File: src/rtl/icache_axi_pkg.sv
// icache_axi_pkg: shared state encoding, AXI burst constants and line type
// for the icache line-refill AXI4 read master.
package icache_axi_pkg;

    localparam int         LINE_WORDS = 8;
    localparam logic [3:0] AXI_ID     = 4'd0;
    localparam logic [1:0] BURST_INCR = 2'b01;
    localparam logic [2:0] SIZE_4B    = 3'b010;
    localparam logic [1:0] RESP_OKAY  = 2'b00;
    localparam logic [7:0] BURST_LEN  = 8'(LINE_WORDS) - 8'd1;
    localparam logic [2:0] LAST_BEAT  = BURST_LEN[2:0];

    typedef enum logic [1:0] {
        ST_IDLE = 2'd0,
        ST_AR   = 2'd1,
        ST_R    = 2'd2,
        ST_DONE = 2'd3
    } state_e;

    // Word i of the line sits at index i (word 0 = first beat).
    typedef logic [0:LINE_WORDS-1][31:0] line_t;

endpackage

File: src/rtl/refill_line_buf.sv
// refill_line_buf: 8x32 refill line storage, one indexed write port and a
// full parallel read-out of the assembled line.
module refill_line_buf
    import icache_axi_pkg::*;
(
    input  logic        clk,
    input  logic        rst,
    input  logic        we,
    input  logic [2:0]  idx,
    input  logic [31:0] wdata,
    output line_t       line
);

    line_t line_r;

    // Line storage; only the addressed word changes on a write.
    always_ff @(posedge clk or negedge rst) begin
        if (!rst) begin
            line_r <= {LINE_WORDS{32'h0000_0000}};
        end else if (we) begin
            line_r[idx] <= wdata;
        end
    end

    assign line = line_r;

endmodule

File: src/rtl/icache_refill_axi.sv
// icache_refill_axi: AXI4 8-beat INCR read master that refills one icache line.
// Optional response checking on refill_err is enabled by ICACHE_REFILL_RESP_CHECK_EN.
module icache_refill_axi
    import icache_axi_pkg::*;
(
    input  logic        clk,
    input  logic        rst,
    input  logic        axi_rd_req,
    input  logic [31:0] axi_addr,
    output logic        axi_gnt,
    output line_t       axi_data,
    output logic [3:0]  arid,
    output logic [31:0] araddr,
    output logic [7:0]  arlen,
    output logic [2:0]  arsize,
    output logic [1:0]  arburst,
    output logic        arvalid,
    input  logic        arready,
    input  logic [3:0]  rid,
    input  logic [31:0] rdata,
    input  logic [1:0]  rresp,
    input  logic        rlast,
    input  logic        rvalid,
    output logic        rready,
    output logic        refill_err
);

    state_e      state_r;
    state_e      state_s;
    logic        accept_s;
    logic        beat_s;
    logic [2:0]  cnt_r;
    logic [31:0] araddr_r;
    logic        arvalid_r;
    logic        rready_r;
    logic        gnt_r;

    // State register.
    always_ff @(posedge clk or negedge rst) begin
        if (!rst) begin
            state_r <= ST_IDLE;
        end else begin
            state_r <= state_s;
        end
    end

    // Next-state decode plus request-accept and beat-write strobes.
    always_comb begin
        state_s  = state_r;
        accept_s = 1'b0;
        beat_s   = 1'b0;
        case (state_r)
            ST_IDLE: begin
                if (axi_rd_req) begin
                    accept_s = 1'b1;
                    state_s  = ST_AR;
                end else begin
                    state_s  = ST_IDLE;
                end
            end
            ST_AR: begin
                if (arready) begin
                    state_s = ST_R;
                end else begin
                    state_s = ST_AR;
                end
            end
            ST_R: begin
                if (rvalid) begin
                    beat_s = 1'b1;
                    // An early rlast still closes the line; unfilled words keep old data.
                    if ((cnt_r == LAST_BEAT) || rlast) begin
                        state_s = ST_DONE;
                    end else begin
                        state_s = ST_R;
                    end
                end else begin
                    state_s = ST_R;
                end
            end
            ST_DONE: begin
                state_s = ST_IDLE;
            end
            default: begin
                state_s = ST_IDLE;
            end
        endcase
    end

    // Handshake outputs registered from the next state so they track the state register.
    always_ff @(posedge clk or negedge rst) begin
        if (!rst) begin
            arvalid_r <= 1'b0;
            rready_r  <= 1'b0;
            gnt_r     <= 1'b0;
        end else begin
            arvalid_r <= (state_s == ST_AR);
            rready_r  <= (state_s == ST_R);
            gnt_r     <= (state_s == ST_DONE);
        end
    end

    // Line-aligned burst address capture and beat counter.
    always_ff @(posedge clk or negedge rst) begin
        if (!rst) begin
            araddr_r <= 32'h0000_0000;
            cnt_r    <= 3'd0;
        end else if (accept_s) begin
            araddr_r <= {axi_addr[31:5], 5'b0_0000};
            cnt_r    <= 3'd0;
        end else if (beat_s) begin
            cnt_r    <= cnt_r + 3'd1;
        end
    end

    refill_line_buf u_line_buf (
        .clk   (clk),
        .rst   (rst),
        .we    (beat_s),
        .idx   (cnt_r),
        .wdata (rdata),
        .line  (axi_data)
    );

`ifdef ICACHE_REFILL_RESP_CHECK_EN
    logic err_r;
    logic beat_bad_s;
    logic unused_s;

    assign beat_bad_s = (rresp != RESP_OKAY) || (rlast != (cnt_r == LAST_BEAT));

    // Sticky response/framing error, cleared only by reset.
    always_ff @(posedge clk or negedge rst) begin
        if (!rst) begin
            err_r <= 1'b0;
        end else if (beat_s && beat_bad_s) begin
            err_r <= 1'b1;
        end
    end

    assign refill_err = err_r;
    assign unused_s   = ^{rid, axi_addr[4:0]};
`else
    logic unused_s;

    assign refill_err = 1'b0;
    assign unused_s   = ^{rid, rresp, axi_addr[4:0]};
`endif

    assign axi_gnt = gnt_r;
    assign arvalid = arvalid_r;
    assign rready  = rready_r;
    assign araddr  = araddr_r;
    assign arid    = AXI_ID;
    assign arlen   = BURST_LEN;
    assign arsize  = SIZE_4B;
    assign arburst = BURST_INCR;

endmodule

File: config.mk
export PLATFORM = sky130hd
export DESIGN_NAME = icache_refill_axi
export DESIGN_NICKNAME = d
export VERILOG_FILES = /design/src/rtl/icache_axi_pkg.sv /design/src/rtl/refill_line_buf.sv /design/src/rtl/icache_refill_axi.sv
export SDC_FILE = /design/constraint.sdc
export NUM_CORES = 1
export LEC_CHECK = 0
export ABC_AREA = 1
export BUFFER_PORTS_ARGS = -buffer_cell sky130_fd_sc_hd__buf_2
export CAP_MARGIN = 20
export CORE_UTILIZATION = 40
export DETAILED_ROUTE_END_ITERATION = 12
export PLACE_DENSITY = 0.69
export SKIP_CTS_REPAIR_TIMING = 1
export SYNTH_ARGS = -nofsm -noshare
export SYNTH_HDL_FRONTEND = slang
export SYNTH_SLANG_ARGS = --single-unit
File: constraint.sdc
create_clock -name clk -period 4.1 [get_ports clk]
set_input_delay 0.41 -clock clk [delete_from_list [all_inputs] [get_ports clk]]
set_output_delay 0.41 -clock clk [all_outputs]
set_load 0.005 [all_outputs]
==> results of run 1 <==
[layout by cell type (no fill, tap or decap), drive strengths merged]
cell      synthesis  final
a21oi            28     28
buf              68    369
bufinv            0      2
clkbuf           15     47
clkinv            0      4
clkinvlp          0      1
conb              2     23
dfrtp           291    291
ha                2      2
inv              69     70
nand2           667    667
nand3            10     10
nor2             34     34
nor3              6      6
o21ai            61     61
o21bai            1      1
[Yosys cell counts (all sizes together)]
master	n
o21ai	61
clkbuf	15
a21oi	28
conb	2
ha	2
buf	68
dfrtp	291
nand2	667
nor2	34
o21bai	1
nand3	10
inv	69
nor3	6
[power by group through the flow]
stage / Sequential (W) / Combinational (W) / Clock [W]
global placement: 0.00410 / 0.00210 / 0
finish: 0.00409 / 0.00213 / 0.00282
detailed placement: 0.00411 / 0.00216 / 0
global route: 0.00420 / 0.00239 / 0.00298
floorplan: 0.00418 / 0.000867 / 0
CTS: 0.00409 / 0.00217 / 0.00288
[per-stage QoR]
step	util	std cells	total power (W)	worst slack [ns]	area, sq um
after global routing	0.526	1988	0.00957	1.57	14300
after CTS	0.526	1988	0.00913	1.73	14300
final	0.526	1988	0.00903	1.72	14300
after global placement	0.487	1932	0.00620	1.57	13300
after floorplan	-	1275	0.00504	2.66	11300
after detailed placement	0.488	1933	0.00628	1.69	13300
[flip-flops by register name, summed over array words and instances, names as in the netlist]
name,flops
axi_gnt,1
arvalid,1
araddr,27
rready,1
state_r,2
cnt_r,3
u_line_buf.line,256
[layer usage]
metal  part of all wire  vias up  GRT usage
li1                   -     4430          -
met3              0.081       45     0.0569
met1               0.43     4420      0.300
met2               0.48      374      0.383
met4              0.017        0     0.0533
met5                  0        -          0
[final cells by class]
class | count | share of cell area
Clock buffer | 47 | 0.0653
Clock inverter | 8 | 0.00690
Inverter | 69 | 0.0181
Sequential cell | 291 | 0.508
Tap cell | 372 | 0.0325
Timing Repair Buffer | 369 | 0.135
Multi-Input combinational cell | 832 | 0.234
[worst paths after layout]
check,start,cells after the start,endpoint,slack (ns)
max in group asynchronous,rst,2,u_line_buf.line[97],3.17
worst min-delay path,rst,1,araddr[31],-0.04
worst max-delay path,state_r[0],7,u_line_buf.line[232],1.72
worst max register to register,state_r[0],7,u_line_buf.line[232],1.72
min in group clk,axi_addr[25],3,araddr[25],0.10
worst min register to register,u_line_buf.line[63],2,u_line_buf.line[63],0.47
[kinds of logic (layout without fill, tap and decap cells)]
logic type / Yosys count / after routing / synth area share
AND/OR/NAND/NOR: 717 / 717 / 0.244
flip-flops: 291 / 291 / 0.649
other: 2 / 23 / 0.000669
adder cells (fa/ha/maj): 2 / 2 / 0.00223
AO/OA/AOI/OAI: 90 / 90 / 0.0404
buffers and inverters: 152 / 493 / 0.0637
==> summary.md, run 1 <==
| Metric | Value |
|---|---|
| DP HPWL | 22300 um |
| Vias in the first global route | about 9k |
| # setup viols final | 0 |
| Input/output buffers | 350 |
| CP max-delay cell | nand2_1 |
| # rows | 60 |
| Clock share of power | 0.312 |
| Post-synthesis cell type count | 17 |
| Core ar. | 27300 sq um |
| Slew Limit Fails | 0 |
| Post-synth top area cell | dfrtp_1 |
| Gate Count Post-Synth | roughly 1.3k |
| Synth warn | 0 |
| RSZ-0062 raised after global routing | false |
| CP top delay family | simple AND/OR/NAND/NOR gates |
| Fraction of layout cells with a size suffix above 1 | 0.265 |
| Ant diodes | 0 |
| Pleak | roughly 9 nW |
| Initial antenna violation count | 0 |
| CP Max Fanout | 20 |
| #FFs+latches synth | about 290 |
| H-tree levels | 1 |
| Boundary pin count | between 300 and 400 |
| Max Freq | approximately 0.42 GHz |
| Area occupied by multi-input gates | ~3400 sq um |
| Final hold viol count | 25 |
| WHS | -0.0437 ns |
| Switch share | 0.307 |
| CP arrival | roughly 2.8 ns |
| Failing checks | negative hold slack |
| Top cell type's share of synthesized area | 0.649 |
| Global-route wire length before repair | 50900 um |
| Drt first pass iters | 5 |
| Reg power frac | 0.453 |
| Register Area | approximately 7300 sq um |
| Final period util | 0.580 |
| CTS Sinks | about 290 |
| Crit. End Element | register |
| Post-Syn Area | 11200 sq um |
| Nets | 1671 |
| Total global routing overflow | 0 |
| Register area share after synthesis | 0.649 |
| Buf/Inv on CP | 2 |
| Avg Cell Area, Syn | around 9 sq um |
| Clk_lat worst skew | 0.56 ns |
| Worst Setup Path Type | register to register |
| Type of origin of the critical path | register |
| Hold Path Class | input pin to asynchronous set/reset pin |
| Fin Setup TNS | 0 ns |
| CTS Buffer Depth | 3 |
| Tmin final | ~2.4 ns |
| Worst path max stage delay | around 0.47 ns |
| Starting Density | 0.412 |
| Max Cap Viol | 0 |
| Remaining DRCs | 0 |
| GRT Overall Usage | 0.229 |
| CTS root buffer | clkbuf_16 |
| 1st-iter DRT viols | a little over 600 |
| Power Internal | between 0.006 and 0.007 W |
| Clock slew at reported path FFs | 0.06 ns |
| Full die area | ~29000 sq um |
| Chip height | 169 um |
| Gpl congestion | between 0.7 and 0.8 |
| Largest net degree at the start of global routing | around 120 |
| CTS Buf Count | 30 |
| Rel. slew slack | 0.361 |
| Detailed-route via count | around 9.3k |
| Worst-path cell chain | inv_1 > nand3_2 > nor2_1 > nand2_1 > buf_4 > nand2_1 > nand2_1 |
| Synth-to-layout area growth | 27.8% |
| Worst VDD drop | around 0.00031 V |
| Worst Path Required | between 4 and 5 ns |
| Post-route ant nets | 0 |
| Vias per cell | between 4 and 5 |
| Final Skew | around 0.018 ns |
| Die width | 169 um |
| Fill count | around 2.5k |
| NetSw | ~0.0028 W |
| Outcome | finished with violations |
| Most common cell on crit path | nand2_1 |
| Pwr Density | between 600 and 700 nW/um^2 |
| Routed WL per cell | approximately 17 um |
| Detailed Route WL | ~33000 um |
| TritonCTS clock tree | built |
| Synth area leaders | dfrtp_1 (65%), nand2_1 (22%), o21ai_0 (2.7%), inv_1 (2.3%), buf_2 (1.9%) |
| Comb pwr share | 0.235 |
| Slew at the pin with the worst max-slew slack | 0.959 ns |
Note: power is estimated with default switching activity, not from simulation.
==> inputs of run 2 (changes only) <==
==> constraint.sdc (replaced) <==
create_clock -name clk -period 2.43 [get_ports clk]
set_input_delay 0.243 -clock clk [delete_from_list [all_inputs] [get_ports clk]]
set_output_delay 0.243 -clock clk [all_outputs]
set_load 0.005 [all_outputs]
==> summary.md, run 2 (synthesized netlist as in run 1, its figures left out) <==
| Metric | Value |
|---|---|
| Outcome | finished with violations |
| Failing checks | negative hold slack |
| H-tree levels | 1 |
| Most frequent cells in the layout | nand2_1 (664), buf_2 (349), dfrtp_1 (291), inv_1 (69), o21ai_0 (61) |
| Final hold viol count | 1 |
| Starting Density | 0.412 |
| Max Cap Viol | 0 |
| 1st-iter DRT viols | 674 |
| Fraction of layout cells with a size suffix above 1 | 0.266 |
| Synth-to-layout area growth | 31.0% |
| Type of origin of the critical path | register |
| Total global routing overflow | 0 |
| Full die area | ~29000 sq um |
| Detailed-route via count | roughly 9.5k |
| Remaining DRCs | 0 |
| Routed WL per cell | 16.7 um |
| CTS root buffer | clkbuf_16 |
| CP endpoint | u_line_buf.line[99] |
| Hold path depth | 3 |
| Slew at the pin with the worst max-slew slack | roughly 0.56 ns |
| Hold path start | arready |
| Drt first pass iters | 5 |
| Ant diodes | 0 |
| Worst VDD drop | 0.000507 V |
| Reg2reg end | u_line_buf.line[99] |
| CTS Sinks | ~290 |
| Worst Setup Path Type | register to register |
| CTS Buffer Depth | 3 |
| Detailed Route WL | 33800 um |
| Chip height | 169 um |
| Die width | about 170 um |
| Final Skew | ~0.011 ns |
| Nets | 1710 |
| Crit. Startpoint | state_r[0] |
| R2R cell count | 7 |
| Tmin final | 1.93 ns |
| Input/output buffers | between 300 and 400 |
| Final period util | 0.793 |
| Largest register FFs | 256 |
| RSZ-0062 raised after global routing | false |
| Clock slew at reported path FFs | approximately 0.070 ns |
| Boundary pin count | roughly 390 |
| Vias per cell | 4.71 |
| Worst Path Required | between 2 and 3 ns |
| Slew Limit Fails | 0 |
| Clk_lat worst skew | ~0.54 ns |
| # setup viols final | 0 |
| CTS Buf Count | 29 |
| Fill count | between 2k and 2.5k |
| Max Freq | 0.519 GHz |
| CP Max Fanout | 22 |
| Pleak | approximately 8.9 nW |
| Post-route ant nets | 0 |
| Global-route wire length before repair | 51500 um |
| Hold Path Class | input pin to register |
| WHS | -0.00955 ns |
| Rel. slew slack | 0.624 |
| Gpl congestion | 0.785 |
| TritonCTS clock tree | built |
| Core ar. | roughly 27000 sq um |
| # rows | 60 |
| Area after DPL | ~13000 sq um |
| Largest net degree at the start of global routing | between 60 and 70 |
| Fin Setup TNS | 0 ns |
| Crit. End Element | register |
| Commonest non-fill, non-tap cell in the layout | nand2_1 |
| Vias in the first global route | roughly 9.2k |
| DP HPWL | about 22000 um |
| Worst reg2reg setup slack | about 0.50 ns |
| Final Cell Area | 14700 sq um |
| Pwr Density | approximately 1000 nW/um^2 |
| Initial antenna violation count | 0 |
| GRT Overall Usage | 0.232 |
| Reg2reg start | state_r[0] |
| CP arrival | between 2 and 2.5 ns |
run 2: worst min path at each step:
stage / end / slack (ns)
2_1_floorplan: araddr[10] / -0.05
3_3_place_gp: araddr[21] / 0.25
3_5_place_dp: araddr[27] / 0.25
4_1_cts: araddr[27] / -0.33
5_1_grt: state_r[1] / 0.004
6_report: state_r[1] / -0.01
run 2: stage by stage:
step | std cells | hold slack (ns) | util | setup WS, ns | power (W)
5_1_grt | 2023 | 0.00400 | 0.539 | 0.292 | 0.0161
3_5_place_dp | 1945 | 0.253 | 0.493 | 0.538 | 0.0106
6_report | 2023 | -0.00955 | 0.539 | 0.503 | 0.0152
2_1_floorplan | 1275 | -0.0526 | - | 0.990 | 0.00851
3_3_place_gp | 1945 | 0.252 | 0.493 | 0.590 | 0.0105
4_1_cts | 1995 | -0.332 | 0.529 | 0.501 | 0.0153
run 2: layer usage:
metal | up-vias | global-route usage | wire (um)
met5 | - | 0 | 0
met4 | 0 | 0.0560 | 674
met3 | 52 | 0.0553 | 2910
met2 | 389 | 0.386 | 16100
met1 | 4578 | 0.305 | 14200
li1 | 4511 | - | -
run 2: cell type report:
| class | count | area (sq um) | area share |
|---|---|---|---|
| flip-flops and latches | 291 | 7280 | 0.496 |
| multi-input cells | 832 | 3350 | 0.228 |
| repair buffers | 409 | 2360 | 0.161 |
| clock buffers | 37 | 806 | 0.0548 |
| well taps | 372 | 465 | 0.0317 |
| inverters | 69 | 259 | 0.0176 |
| clock inverters | 13 | 170 | 0.0116 |
run 2: critical path, cell delays in order (launching register included):
cell	delay (ns)
dfrtp_1	0.38
inv_1	0.10
nand3_2	0.23
nor2_1	0.27
nand2_1	0.36
buf_12	0.30
nand2_1	0.07
nand2_1	0.08
run 2: power breakdown:
group / internal, W / total [W] / switching (W) / leakage [nW]
logic: 0.00160 / 0.00369 / 0.00208 / 4.54
clock network: 0.00275 / 0.00459 / 0.00185 / 0.481
registers: 0.00618 / 0.00693 / 0.000754 / 3.91
total: 0.0105 / 0.0152 / 0.00469 / 8.93
==> inputs of run 3 (changes only) <==
--- a/config.mk
+++ b/config.mk
@@ -5,12 +5,12 @@
 export SDC_FILE = /design/constraint.sdc
 export NUM_CORES = 1
 export LEC_CHECK = 0
-export ABC_AREA = 1
+export ABC_AREA = 0
 export BUFFER_PORTS_ARGS = -buffer_cell sky130_fd_sc_hd__buf_2
 export CAP_MARGIN = 20
 export CORE_UTILIZATION = 40
 export DETAILED_ROUTE_END_ITERATION = 12
-export PLACE_DENSITY = 0.69
+export PLACE_DENSITY = 0.71
 export SKIP_CTS_REPAIR_TIMING = 1
 export SYNTH_ARGS = -nofsm -noshare
 export SYNTH_HDL_FRONTEND = slang
==> constraint.sdc (replaced) <==
create_clock -name clk -period 1.56 [get_ports clk]
set_input_delay 0.156 -clock clk [delete_from_list [all_inputs] [get_ports clk]]
set_output_delay 0.156 -clock clk [all_outputs]
set_load 0.005 [all_outputs]
==> summary.md, run 3 <==
| Metric | Value |
|---|---|
| CTS Buffer Depth | 3 |
| Layout Cells excl Fill | roughly 1.5k |
| Post-synthesis cell type count | 30 |
| Clock slew at reported path FFs | approximately 0.06 ns |
| # setup viols final | between 200 and 250 |
| Initial antenna violation count | 1 |
| Max Freq | ~0.6 GHz |
| Cell count after placement | 1400 |
| Worst Path Required | around 2 ns |
| Clk_lat worst skew | between 0.5 and 0.6 ns |
| Starting Density | 0.410 |
| Nets | about 1.2k |
| Synth-to-layout area growth | 40.8% |
| Hold path start | rdata[4] |
| Top cell type's share of synthesized area | 0.636 |
| Slew Limit Fails | 0 |
| Global-route wire length before repair | 42000 um |
| Crit. End Element | register |
| Register area share after synthesis | 0.636 |
| Post-synth top area cell | dfrtp_1 |
| Async set-reset flop share out of synthesis | 1.00 |
| Full die area | 29300 sq um |
| CTS Buf Count | 31 |
| H-tree levels | 1 |
| Fraction of layout cells with a size suffix above 1 | 0.648 |
| Gate Count Post-Synth | 667 |
| Commonest non-fill, non-tap cell in the layout | buf_2 |
| Max Cap Viol | 0 |
| Pwr Density | about 1500 nW/um^2 |
| Type of origin of the critical path | register |
| Total global routing overflow | 0 |
| Largest register FFs | between 200 and 300 |
| Tmin final | ~1.7 ns |
| Worst Setup Path Type | register to register |
| Vias per cell | around 4.8 |
| Largest net degree at the start of global routing | between 70 and 80 |
| Most common flop cell mapped by yosys | dfrtp_1 |
| Fill count | between 2k and 2.5k |
| 1st-iter DRT viols | about 360 |
| Final Skew | 0.0113 ns |
| Final period util | 1.07 |
| Hold Path Class | input pin to register |
| Detailed Route WL | about 31000 um |
| Synth area leaders | dfrtp_1 (64%), mux2_2 (18%), mux2_4 (7.9%), mux2_1 (3.4%), buf_4 (2.1%) |
| # rows | around 60 |
| CTS root buffer | clkbuf_16 |
| Input/output buffers | 350 |
| Die width | roughly 170 um |
| Number of synthesized flops with an enable pin | 0 |
| Most frequent cells in the layout | buf_2 (349), dfrtp_1 (290), mux2_2 (145), mux2_4 (134), dlygate4sd3_1 (57) |
| Post-route ant nets | 0 |
| DP HPWL | between 15000 and 20000 um |
| Boundary pin count | 385 |
| Avg Cell Area, Syn | about 17 sq um |
| Final setup margin | -0.107 ns |
| Top-count cell post-synth | dfrtp_1 |
| Vias in the first global route | 7134 |
| Most frequent cells after synthesis | dfrtp_1 (291), mux2_2 (188), mux2_4 (60) |
| Reg2reg start | cnt_r[1] |
| CP Max Fanout | 7 |
| Synth warn | 0 |
| Hold path depth | 2 |
| Worst VDD drop | around 0.001 V |
| CP arrival | about 2.1 ns |
| Chip height | approximately 170 um |
| Drt first pass iters | 4 |
| Post-Syn Area | approximately 11000 sq um |
| TritonCTS clock tree | built |
| Final Core Density | 0.577 |
| R2R cell count | 5 |
| Outcome | finished with violations |
| Failing checks | negative setup slack |
| Core ar. | ~28000 sq um |
| RSZ-0062 raised after global routing | true |
| Remaining DRCs | 0 |
| Worst Hold Path EP | u_line_buf.line[164] |
| Reg2reg end | u_line_buf.line[70] |
| CTS Sinks | roughly 290 |
| Pleak | a little under 9 nW |
| #FFs+latches synth | between 200 and 300 |
| Routed WL per cell | around 20 um |
| Ant diodes | 0 |
| Detailed-route via count | between 7k and 8k |
| GRT Overall Usage | 0.187 |
| Worst reg2reg setup slack | -0.11 ns |
| Gpl congestion | between 0.7 and 0.8 |
| Final hold viol count | 0 |
-- run 3: cell count changes after synthesis, moves of 15 or more --
cell      delta
nand2_1    -664
mux2_2     +188
inv_1       -67
mux2_4      +60
o21ai_0     -59
mux2_1      +35
nor2_1      -30
buf_2       -28
a21oi_1     -27
clkbuf_1    -15
-- run 3: worst max-delay path by stage --
stage          cells past startpoint        from  slack [ns]              endpoint
6_report                           5    cnt_r[1]       -0.11   u_line_buf.line[70]
5_1_grt                            5  state_r[0]       -0.14   u_line_buf.line[35]
4_1_cts                            4    cnt_r[0]       -0.12   u_line_buf.line[95]
3_5_place_dp                       4    cnt_r[0]       -0.11   u_line_buf.line[95]
3_3_place_gp                       4  state_r[0]       -0.07  u_line_buf.line[144]
2_1_floorplan                      5  state_r[0]       -0.09   u_line_buf.line[65]
-- run 3: cell families (layout without fill, tap and decap cells) --
logic type	count (synthesis)	after routing	share of synthesized area
AO/OA/AOI/OAI	10	10	0.00634
other	2	23	0.000656
buffers and inverters	56	523	0.0374
multiplexers	284	284	0.299
AND/OR/NAND/NOR	22	22	0.0181
flip-flops	291	291	0.636
adder cells (fa/ha/maj)	2	2	0.00219
-- run 3: power breakdown --
| part | total (W) | switching (W) | internal [W] |
|---|---|---|---|
| clock | 0.00686 | 0.00293 | 0.00394 |
| sequential | 0.0107 | 0.00113 | 0.00962 |
| combinational | 0.00675 | 0.00267 | 0.00408 |
| total | 0.0244 | 0.00672 | 0.0176 |
-- run 3: worst max-delay path, cell delays in order, from the launching register on --
cell,delay (ns)
dfrtp_1,0.41
and4bb_4,0.33
nor2b_4,0.16
buf_12,0.16
clkbuf_16,0.18
mux2_4,0.30
-- run 3: metal layers --
| metal | global-route usage | routed length [um] | vias up |
|---|---|---|---|
| met3 | 0.0497 | 2300 | 47 |
| met2 | 0.310 | 15200 | 283 |
| met5 | 0 | 8 | - |
| li1 | - | - | 3240 |
| met1 | 0.243 | 13300 | 3793 |
| met4 | 0.0454 | 622 | 2 |
-- run 3: per-stage QoR --
step	hold WS, ns	area [sq um]	TNS [ns]	setup WS, ns	total power [W]
after floorplan	-0.140	11700	-5.18	-0.0937	0.0138
after global placement	0.0563	14000	-4.45	-0.0687	0.0168
after detailed placement	0.0563	14000	-8.97	-0.111	0.0170
after CTS	-0.523	15000	-11.33	-0.124	0.0239
after global routing	0.00894	16100	-23.03	-0.145	0.0256
final	0.00937	16100	-8.33	-0.107	0.0244
-- run 3: area by class of cell --
class / instances / area [sq um] / area share
clock buffers: 46 / 892 / 0.0553
clock inverters: 10 / 58.8 / 0.00365
inverters: 2 / 7.51 / 0.000466
multi-input cells: 341 / 4130 / 0.256
flip-flops and latches: 291 / 7280 / 0.452
well taps: 378 / 473 / 0.0293
repair buffers: 465 / 3280 / 0.203
